$ cat config.mk
export PLATFORM = sky130hd
export DESIGN_NAME = spi_pixel_receiver
export DESIGN_NICKNAME = d
export VERILOG_FILES = /design/src/rtl/spi_pixel_receiver.sv
export SDC_FILE = /design/constraint.sdc
export NUM_CORES = 1
export LEC_CHECK = 0
export CAP_MARGIN = 15
export CORE_ASPECT_RATIO = 0.75
export CORE_MARGIN = 10
export CORE_UTILIZATION = 45
export CTS_BUF_LIST = sky130_fd_sc_hd__clkbuf_8
export DETAILED_ROUTE_END_ITERATION = 10
export PLACE_DENSITY_LB_ADDON = 0.12
export SYNTH_ARGS = -nofsm -noshare
export SYNTH_HDL_FRONTEND = slang
export SYNTH_SLANG_ARGS = --single-unit
$ cat constraint.sdc
create_clock -name clk_in -period 13.2 [get_ports clk_in]
set_clock_uncertainty 0.1 [all_clocks]
set_input_delay 1.32 -clock clk_in [delete_from_list [all_inputs] [get_ports clk_in]]
set_output_delay 1.32 -clock clk_in [all_outputs]
set_load 0.03 [all_outputs]
$ cat src/rtl/spi_pixel_receiver.sv
// Receive end of the parallel-lane SPI pixel link: deserializes LINES lanes per
// chip-select frame and replays them one pixel per cycle with raster position.
module spi_pixel_receiver #(
   parameter int DATA_WIDTH       = 16,
   parameter int LINES            = 6,
   parameter int HRES             = 640,
   parameter int VRES             = 360,
   parameter int FRAME_GAP_CYCLES = 200000
) (
   input  logic                  clk_in,
   input  logic                  rst_in,
   input  logic [LINES-1:0]      chip_data_in,
   input  logic                  chip_clk_in,
   input  logic                  chip_sel_in,
   output logic [DATA_WIDTH-1:0] pixel_data_out,
   output logic                  data_valid_out,
   output logic [10:0]           hcount_out,
   output logic [9:0]            vcount_out,
   output logic                  frame_start_out,
   output logic                  packet_error_out
);

   localparam int BC_W  = $clog2(DATA_WIDTH + 1);
   localparam int CNT_W = $clog2(LINES + 1);
   localparam int IC_W  = $clog2(FRAME_GAP_CYCLES + 1);

   localparam logic [BC_W-1:0]  BC_FULL   = BC_W'(DATA_WIDTH);
   localparam logic [BC_W-1:0]  BC_ONE    = BC_W'(1);
   localparam logic [CNT_W-1:0] CNT_ONE   = CNT_W'(1);
   localparam logic [CNT_W-1:0] CNT_START = CNT_W'(LINES - 1);
   localparam logic [IC_W-1:0]  IC_MAX    = IC_W'(FRAME_GAP_CYCLES);
   localparam logic [IC_W-1:0]  IC_ONE    = IC_W'(1);
   localparam logic [10:0]      H_LAST    = 11'(HRES - 1);
   localparam logic [10:0]      H_ONE     = 11'd1;
   localparam logic [9:0]       V_LAST    = 10'(VRES - 1);
   localparam logic [9:0]       V_ONE     = 10'd1;

   localparam logic [1:0] ST_IDLE    = 2'd0;
   localparam logic [1:0] ST_SHIFT   = 2'd1;
   localparam logic [1:0] ST_DISCARD = 2'd2;

   // Synchronizers are deliberately not reset so the synced chip select is
   // already truthful on the cycle reset releases.
   logic [1:0]       clk_sync;
   logic [1:0]       sel_sync;
   logic [LINES-1:0] data_meta;
   logic [LINES-1:0] data_sync;
   logic             clk_prev;
   logic             sel_prev;

   always_ff @(posedge clk_in) begin
      clk_sync  <= {clk_sync[0], chip_clk_in};
      sel_sync  <= {sel_sync[0], chip_sel_in};
      data_meta <= chip_data_in;
      data_sync <= data_meta;
      clk_prev  <= clk_sync[1];
      sel_prev  <= sel_sync[1];
   end

   logic spi_clk_rise;
   logic cs_rise;
   logic cs_fall;

   assign spi_clk_rise = clk_sync[1] & ~clk_prev;
   assign cs_rise      = sel_sync[1] & ~sel_prev;
   assign cs_fall      = ~sel_sync[1] & sel_prev;

   logic [1:0]            rx_state;
   logic [BC_W-1:0]       bit_count;
   logic [DATA_WIDTH-1:0] shift_reg [LINES];
   logic [DATA_WIDTH-1:0] hold_reg  [LINES];
   logic                  pending;
   logic [CNT_W-1:0]      drain_left;
   logic                  draining;
   logic                  drain_start;
   logic                  busy;
   logic [IC_W-1:0]       idle_count;

   assign draining    = (drain_left != '0);
   assign drain_start = pending && !draining;
   assign busy        = pending || draining || data_valid_out;

   always_ff @(posedge clk_in) begin
      if (rst_in) begin
         rx_state         <= sel_sync[1] ? ST_IDLE : ST_DISCARD;
         bit_count        <= '0;
         pending          <= 1'b0;
         packet_error_out <= 1'b0;
         for (int i = 0; i < LINES; i++) begin
            shift_reg[i] <= '0;
            hold_reg[i]  <= '0;
         end
      end else begin
         packet_error_out <= 1'b0;
         if (drain_start) pending <= 1'b0;
         case (rx_state)
            ST_IDLE: begin
               if (cs_fall) begin
                  bit_count <= '0;
                  for (int i = 0; i < LINES; i++) shift_reg[i] <= '0;
                  rx_state <= ST_SHIFT;
               end
            end
            ST_SHIFT: begin
               // End of frame wins over a coincident SPI clock edge.
               if (cs_rise) begin
                  if (bit_count == BC_FULL) begin
                     for (int i = 0; i < LINES; i++) hold_reg[i] <= shift_reg[i];
                     pending <= 1'b1;
                  end else begin
                     packet_error_out <= 1'b1;
                  end
                  rx_state <= ST_IDLE;
               end else if (spi_clk_rise) begin
                  if (bit_count == BC_FULL) begin
                     packet_error_out <= 1'b1;
                     rx_state         <= ST_DISCARD;
                  end else begin
                     for (int i = 0; i < LINES; i++)
                        shift_reg[i] <= {shift_reg[i][DATA_WIDTH-2:0], data_sync[i]};
                     bit_count <= bit_count + BC_ONE;
                  end
               end
            end
            ST_DISCARD: begin
               if (cs_rise) rx_state <= ST_IDLE;
            end
            default: rx_state <= ST_IDLE;
         endcase
      end
   end

   // The first pixel is loaded on the same edge the drain starts; drain_left
   // then counts the lanes still to be replayed.
   always_ff @(posedge clk_in) begin
      if (rst_in) begin
         drain_left     <= '0;
         pixel_data_out <= '0;
         data_valid_out <= 1'b0;
      end else begin
         data_valid_out <= 1'b0;
         if (draining) begin
            pixel_data_out <= hold_reg[drain_left - CNT_ONE];
            data_valid_out <= 1'b1;
            drain_left     <= drain_left - CNT_ONE;
         end else if (drain_start) begin
            pixel_data_out <= hold_reg[LINES-1];
            data_valid_out <= 1'b1;
            drain_left     <= CNT_START;
         end
      end
   end

   always_ff @(posedge clk_in) begin
      if (rst_in) begin
         hcount_out <= '0;
         vcount_out <= '0;
         idle_count <= '0;
      end else begin
         if (data_valid_out) begin
            if (hcount_out == H_LAST) begin
               hcount_out <= '0;
               vcount_out <= (vcount_out == V_LAST) ? '0 : vcount_out + V_ONE;
            end else begin
               hcount_out <= hcount_out + H_ONE;
            end
         end else if (!busy && idle_count == IC_MAX) begin
            hcount_out <= '0;
            vcount_out <= '0;
         end
         if (cs_fall)
            idle_count <= '0;
         else if (sel_sync[1] && rx_state == ST_IDLE && !busy && idle_count != IC_MAX)
            idle_count <= idle_count + IC_ONE;
      end
   end

   assign frame_start_out = data_valid_out && (hcount_out == '0) && (vcount_out == '0);

endmodule

# == Word level (Yosys, flattened, before mapping) ==
# Memories as Yosys holds them, arrays and structs flattened.
# Index checks and enable logic that the tools add are counted.
# op_classes
bitwise_logic,25
muxes,67
n_reduce_logical,23
add_sub_neg,5
eq_ne,16
# op_table
operator,n
$mux 16,20
$mux 10,4
$mux 11,3
$mux 1,25
$mux 5,4
$add 18x1->18 const B,1
$eq 18x18->1 const B,1
$ne 18x18->1 const B,1
$or 1x1->1,18
$mux 2,7
$add 11x1->11 const B,1
$eq 11x10->1 const B,1
$logic_not 11->1,1
$add 10x1->10 const B,1
$eq 10x9->1 const B,1
$logic_not 10->1,1
$pmux 5 s2,1
$ne 2x2->1 const B,4
$ne 4x4->1 const B,2
$logic_and 1x1->1,7
$mux 3,2
$ne 3x3->1 const B,2
$pmux 2 s3,1
$reduce_bool 2->1,3
other kinds (16),24
# word_totals
regBits,86
out_inout_bits,40
n_memories,2
input_bits,10
ram_bits,192
# memory_table
name,depth,width,read_ports,rd_ports_with_merged_regs,write_ports,line,source
hold_reg,6,16,2,0,6,71,logic [DATA_WIDTH-1:0] hold_reg [LINES];
shift_reg,6,16,6,0,6,70,logic [DATA_WIDTH-1:0] shift_reg [LINES];

# == Longest topological paths before layout ==
# Gate-level depths: netlist of the first run.
# depth
word_depth,8
depth_mapped,11
depth_no_buf,7

# == Worst setup path before layout of the first run ==
# No wires, ideal clock.
# synth_timing
path_kind,flip-flop to flip-flop
startpoint,register bit_count[0]
endpoint,"memory hold_reg[0][0], enable pin"
stages_incl_launch_ff,7
slack_ns,4.725
t_arrival_ns,7.692
path_buffers,0
t_required_ns,12.417
cell_sequence,dfxtp_1 inv_1 ha_1 nand2_1 nor3_1 nand2_1 o21ai_0
# synth_rtl
element,line,source
start: declaration,69,logic [BC_W-1:0] bit_count;
start signal: assignment,121,bit_count <= bit_count + BC_ONE;
end: declaration,71,

# == Worst setup path in the final report of the first run ==
# layout_timing
startpoint,register vcount_out[4]
endpoint,output frame_start_out
# layout_between
elab_chain_cells,2
# layout_lines
element,line,source
start: declaration,18,"output logic [9:0] vcount_out,"
start signal: assignment,163,vcount_out <= (vcount_out == V_LAST) ? '0 : vcount_out + V_ONE;
$logic_not 10->1,178,assign frame_start_out = data_valid_out && (hcount_out == '0) && (vcount_out == '0);
$logic_and 1x1->1,178,
end: declaration,19,"output logic frame_start_out,"
# Every way passes these cells.

==> impl_results.md, run 1 <==
- Crit path DAT: approximately 2.8 ns
- Leakage: 0.00468 uW
- Post-detail-place hpwl: 13.3 mm
- Status: finished clean
- Pwr Density: between 150 and 200 mW/mm2
- CTS tree: built
- Post-synth EDFFs: 194
- Buffers plus inverters on the worst setup path: 1
- Async S/R FF share, synth: 0%
- CTS Root Cell: clkbuf_8
- Slew of the pin with the lowest slew margin: between 1 and 1.5 ns
- Vias per inst: ~5.2
- Netlist cell types: between 40 and 50
- Req. time, crit path: 11.78 ns
- Via count: about 7000
- Clock Sinks: between 200 and 300
- Port-buffer cells: between 40 and 50
- Starting DRT DRC Count: 492
- Type of the worst min-delay path: reg2reg
- Worst skew pair latency: between 0.5 and 0.6 ns
- Initial antenna violation count: 0
- Tcrit/Tclk final: a little under a third
- Unrepaired setup endpoints after global routing: false
- Antenna-violating nets left: 0
- H-tree Lvls: 2
- Largest net degree at the start of global routing: 99
- Synth Cell Area: 0.0116 mm2
- Gpl congestion: 0.825
- Max Clock Freq: ~240 MHz
- Max_slew headroom: approximately 26%
- Min Tclk post-route: 4.21 ns
- Bufs on Longest Clock Path: 3
- WS Path Type: reg2out
- # resized after CTS: 0
- Slew Viols, Final: 0
- Crit path capture type: output port
- Total gr overflow: 0
- Syn avg cell area: 12.9 um2
- TNS Setup: 0 ns
- Layout area overhead: 14.1%
- CP Launch Type: flop
- Mean routed wirelength per cell: approximately 17 um
- Max-cap check violation count: 0
- Share of cells above drive strength 1: 9.21%
- Number of global-route vias before repair: 6434
- Final Hold Fails: 0
- Reg clk slew, reported paths: around 0.07 ns
- Num CTS Buffers: 44
- FILL cells: ~2200
- Total Routing Usage GR: between 10 and 15%
- Hold-fix buffer count after cts: 0
- Row cnt: 50
- CP cell instances: or4_1 > nor3_1 > nand3_1 > nor4_1 > clkdlybuf4s50_1
- Most frequent cells in the layout: and2_1 (195), edfxtp_1 (194), dfxtp_1 (83)
- First-pass GRT wire length: between 30 and 40 mm
- Syn Inst Count: about 900
- Power Total: between 2000 and 2500 uW
- # DRC: 0
- Delay-heaviest family, CP: simple AND/OR/NAND/NOR gates
- Syn_nets: approximately 900
- Seq/Total Area, Yosys: 64.9%
- Die ar.: roughly 0.033 mm2
- Largest stage delay, worst path: 0.73 ns
- FF+latch count, synth: around 280
- Commonest non-fill, non-tap cell in the layout: and2_1
- Final setup viols: 0
- Predominant post-synthesis flop cell: edfxtp_1
- Die width: 205 um
- Post-layout nets: roughly 970
- Ys Warns: 0
- Initial cell density of the core: 46.0%
- Final WL: around 22 mm
- Router iterations before antenna repair: 5
- Post-CTS setup buffers: 0
- Core area: between 0.02 and 0.03 mm2
- I/O Pins: 50
- Max VDD drop: ~150 uV
- Max FO, Critical Path: 8
- Worst path slowest cell: clkdlybuf4s50_1
- DIE HEIGHT: 159 um
- Antenna diodes: 0
-- final timing paths --
check	cells after the start	startpoint	end	slack, ns
setup reg to reg	5	rx_state[1]$_DFFE_PP_	shift_reg[0][7]$_SDFFCE_PN0P_	9.90
setup / recovery	5	vcount_out[4]$_SDFFE_PP0P_	frame_start_out	8.99
hold / removal	0	data_meta[4]$_DFF_P_	data_sync[4]$_DFF_P_	0.22
hold reg to reg	0	data_meta[4]$_DFF_P_	data_sync[4]$_DFF_P_	0.22
-- Yosys cell counts, types with 16 or more instances --
library cell,instances,area [um2]
mux4_2,16,360
clkbuf_1,44,165
nand3_1,20,100
inv_1,18,67.6
nand2_1,21,78.8
mux2i_1,34,340
edfxtp_1,194,5830
dfxtp_1,84,1680
and2_1,195,1220
nor2_1,48,180
o21ai_0,29,145
a21oi_1,34,170
a211oi_1,36,270
-- report_power, final --
| part | switching [uW] | internal, uW |
|---|---|---|
| Sequential | 47.1 | 1030 |
| Combinational | 351 | 216 |
| Clock | 327 | 342 |
-- layer usage --
metal  vias to the layer above  wire (um)  global-route usage [%]  part of all wire (%)
li1                       3394          -                       -                     -
met1                      3332      11600                    21.4                    53
met2                       169       8810                    17.4                    40
met3                        35       1330                    2.82                   6.0
met4                         0        354                    3.87                   1.6
met5                         -          0                       0                     0
-- cell families after synthesis --
kind of cell             after synthesis  share of synthesized area [%]
XOR/XNOR                               8                          0.606
multiplexers                          50                           6.06
adder cells (fa/ha/maj)               10                           1.08
buffers and inverters                 67                           2.21
AND/OR/NAND/NOR                      356                           18.0
AO/OA/AOI/OAI                        129                           7.10
flip-flops                           278                           64.9
-- area by class of cell --
type,instances,area [um2],area share [%]
sequential,278,7510,56.9
clock buffer,46,633,4.80
multi-input combinational,553,3830,29.0
inverter,18,67.6,0.512
timing repair buffer,59,561,4.25
clock inverter,34,165,1.25
tap,338,423,3.21
-- per-stage QoR --
| stage | instance area [um2] | cells | hold slack [ns] | utilization, % | setup WS, ns |
|---|---|---|---|---|---|
| floorplan | 11600 | 898 | 0.210 | - | 4.73 |
| global placement | 12400 | 1246 | 0.212 | 49.3 | 8.83 |
| detailed placement | 12400 | 1246 | 0.213 | 49.3 | 8.81 |
| CTS | 13200 | 1326 | 0.224 | 52.4 | 8.96 |
| global route | 13200 | 1326 | 0.231 | 52.4 | 8.91 |
| finish | 13200 | 1326 | 0.223 | 52.4 | 8.99 |
Note: power is estimated with default switching activity, not from simulation.
==> inputs of run 2 (changes only) <==
==> constraint.sdc (replaced) <==
create_clock -name clk_in -period 4.4 [get_ports clk_in]
set_clock_uncertainty 0.1 [all_clocks]
set_input_delay 0.44 -clock clk_in [delete_from_list [all_inputs] [get_ports clk_in]]
set_output_delay 0.44 -clock clk_in [all_outputs]
set_load 0.03 [all_outputs]
==> impl_results.md, run 2 (synthesis gave the netlist of run 1 again) <==
- TNS Setup: 0 ns
- Register area: approximately 0.0075 mm2
- # resized after CTS: 0
- Min Tclk post-route: about 3.3 ns
- Hold-fix buffer count after cts: 0
- Post-CTS setup buffers: 0
- Total Routing Usage GR: between 10% and 20%
- Die width: between 200 and 250 um
- Router iterations before antenna repair: 5
- First-pass GRT wire length: ~37 mm
- Initial antenna violation count: 0
- Total gr overflow: 0
- CP Launch Type: flop
- Commonest non-fill, non-tap cell in the layout: and2_1
- Req. time, crit path: between 3 and 4 ns
- Starting DRT DRC Count: about 440
- Via count: between 6000 and 7000
- Row cnt: 50
- Final setup viols: 0
- Reg2Reg Launch Point: bit_count[0]$_SDFFE_PP0P_
- HP Start: data_meta[0]$_DFF_P_
- Max FO, Critical Path: 8
- Final WL: ~22 mm
- Slew Viols, Final: 0
- DIE HEIGHT: 159 um
- Crit path capture type: output port
- Clock Sinks: ~280
- Reg clk slew, reported paths: around 0.070 ns
- Port-buffer cells: between 40 and 50
- Unrepaired setup endpoints after global routing: false
- Max-cap check violation count: 0
- Max_slew headroom: 28.8%
- Pwr Density: between 500 and 600 mW/mm2
- Leakage: 0.00474 uW
- Vias per inst: 5.15
- CTS tree: built
- Die ar.: around 0.033 mm2
- Initial cell density of the core: 46.0%
- Most frequent cells in the layout: and2_1 (195), edfxtp_1 (194), dfxtp_1 (83)
- Num CTS Buffers: between 40 and 50
- WS Path Type: reg2out
- Bufs on Longest Clock Path: 3
- Antenna diodes: 0
- Layout area overhead: 14.9%
- Tcrit/Tclk final: approximately 76%
- Gpl congestion: around 0.81
- Mean routed wirelength per cell: about 17 um
- CP Launch Point: vcount_out[4]$_SDFFE_PP0P_
- Type of the worst min-delay path: reg2reg
- Slew of the pin with the lowest slew margin: between 1 and 1.5 ns
- Crit path DAT: about 2.8 ns
- Number of global-route vias before repair: 6675
- Final core occ: a little over half
- Max VDD drop: approximately 420 uV
- Multi-input logic area: 0.00383 mm2
- H-tree Lvls: 2
- I/O Pins: 50
- Post-layout nets: roughly 980
- Antenna-violating nets left: 0
- Max Clock Freq: approximately 300 MHz
- Core area: between 0.02 and 0.03 mm2
- Power Total: between 6000 and 7000 uW
- CTS Root Cell: clkbuf_8
- Share of cells above drive strength 1: 9.56%
- Post-detail-place hpwl: about 13 mm
- FILL cells: roughly 2200
- Worst skew pair latency: 0.55 ns
- # DRC: 0
- Largest net degree at the start of global routing: 97
- Final Hold Fails: 0
- Status: finished clean
[run 2: final cells by class]
type                            instances  share of cell area, %
Clock buffer                           50                   5.18
Sequential cell                       278                   56.5
Inverter                               18                  0.509
Timing Repair Buffer                   59                   4.65
Multi-Input combinational cell        553                   28.8
Tap cell                              338                   3.18
Clock inverter                         36                   1.15
[run 2: per-stage QoR]
step	hold WS [ns]	area, um2	setup WS [ns]	instances
2_1_floorplan	0.210	11600	0.352	898
3_3_place_gp	0.210	12400	1.39	1245
3_5_place_dp	0.215	12400	1.34	1245
4_1_cts	0.205	13300	1.02	1331
5_1_grt	0.214	13300	0.852	1332
6_report	0.224	13300	1.06	1332
[run 2: power by group]
group	switching (uW)	total, uW	internal [uW]
logic	1060	1720	660
clock network	987	2040	1050
registers	141	3220	3080
total	2190	6970	4790
[run 2: critical path: stages (launching register included)]
cell and delay, ns:
dfxtp_1 0.38, or4_1 0.59, nor3_1 0.22, nand3_1 0.13
nor4_1 0.20, clkdlybuf4s50_1 0.73
[run 2: routing by layer]
metal,global-route usage [%],vias to the layer above,share of wire [%],routed length (um)
li1,-,3411,-,-
met1,21.7,3290,54,12000
met2,18.2,119,40,8850
met3,2.56,35,4.2,933
met4,4.27,0,1.7,386
met5,0,-,0,0
[run 2: worst paths after layout]
check	end	slack [ns]	depth (start not counted)
setup / recovery	frame_start_out	1.06	5
hold / removal	data_sync[0]$_DFF_P_	0.22	0
setup reg to reg	hold_reg[2][3]$_SDFFCE_PN0P_	1.52	8
hold reg to reg	data_sync[0]$_DFF_P_	0.22	0
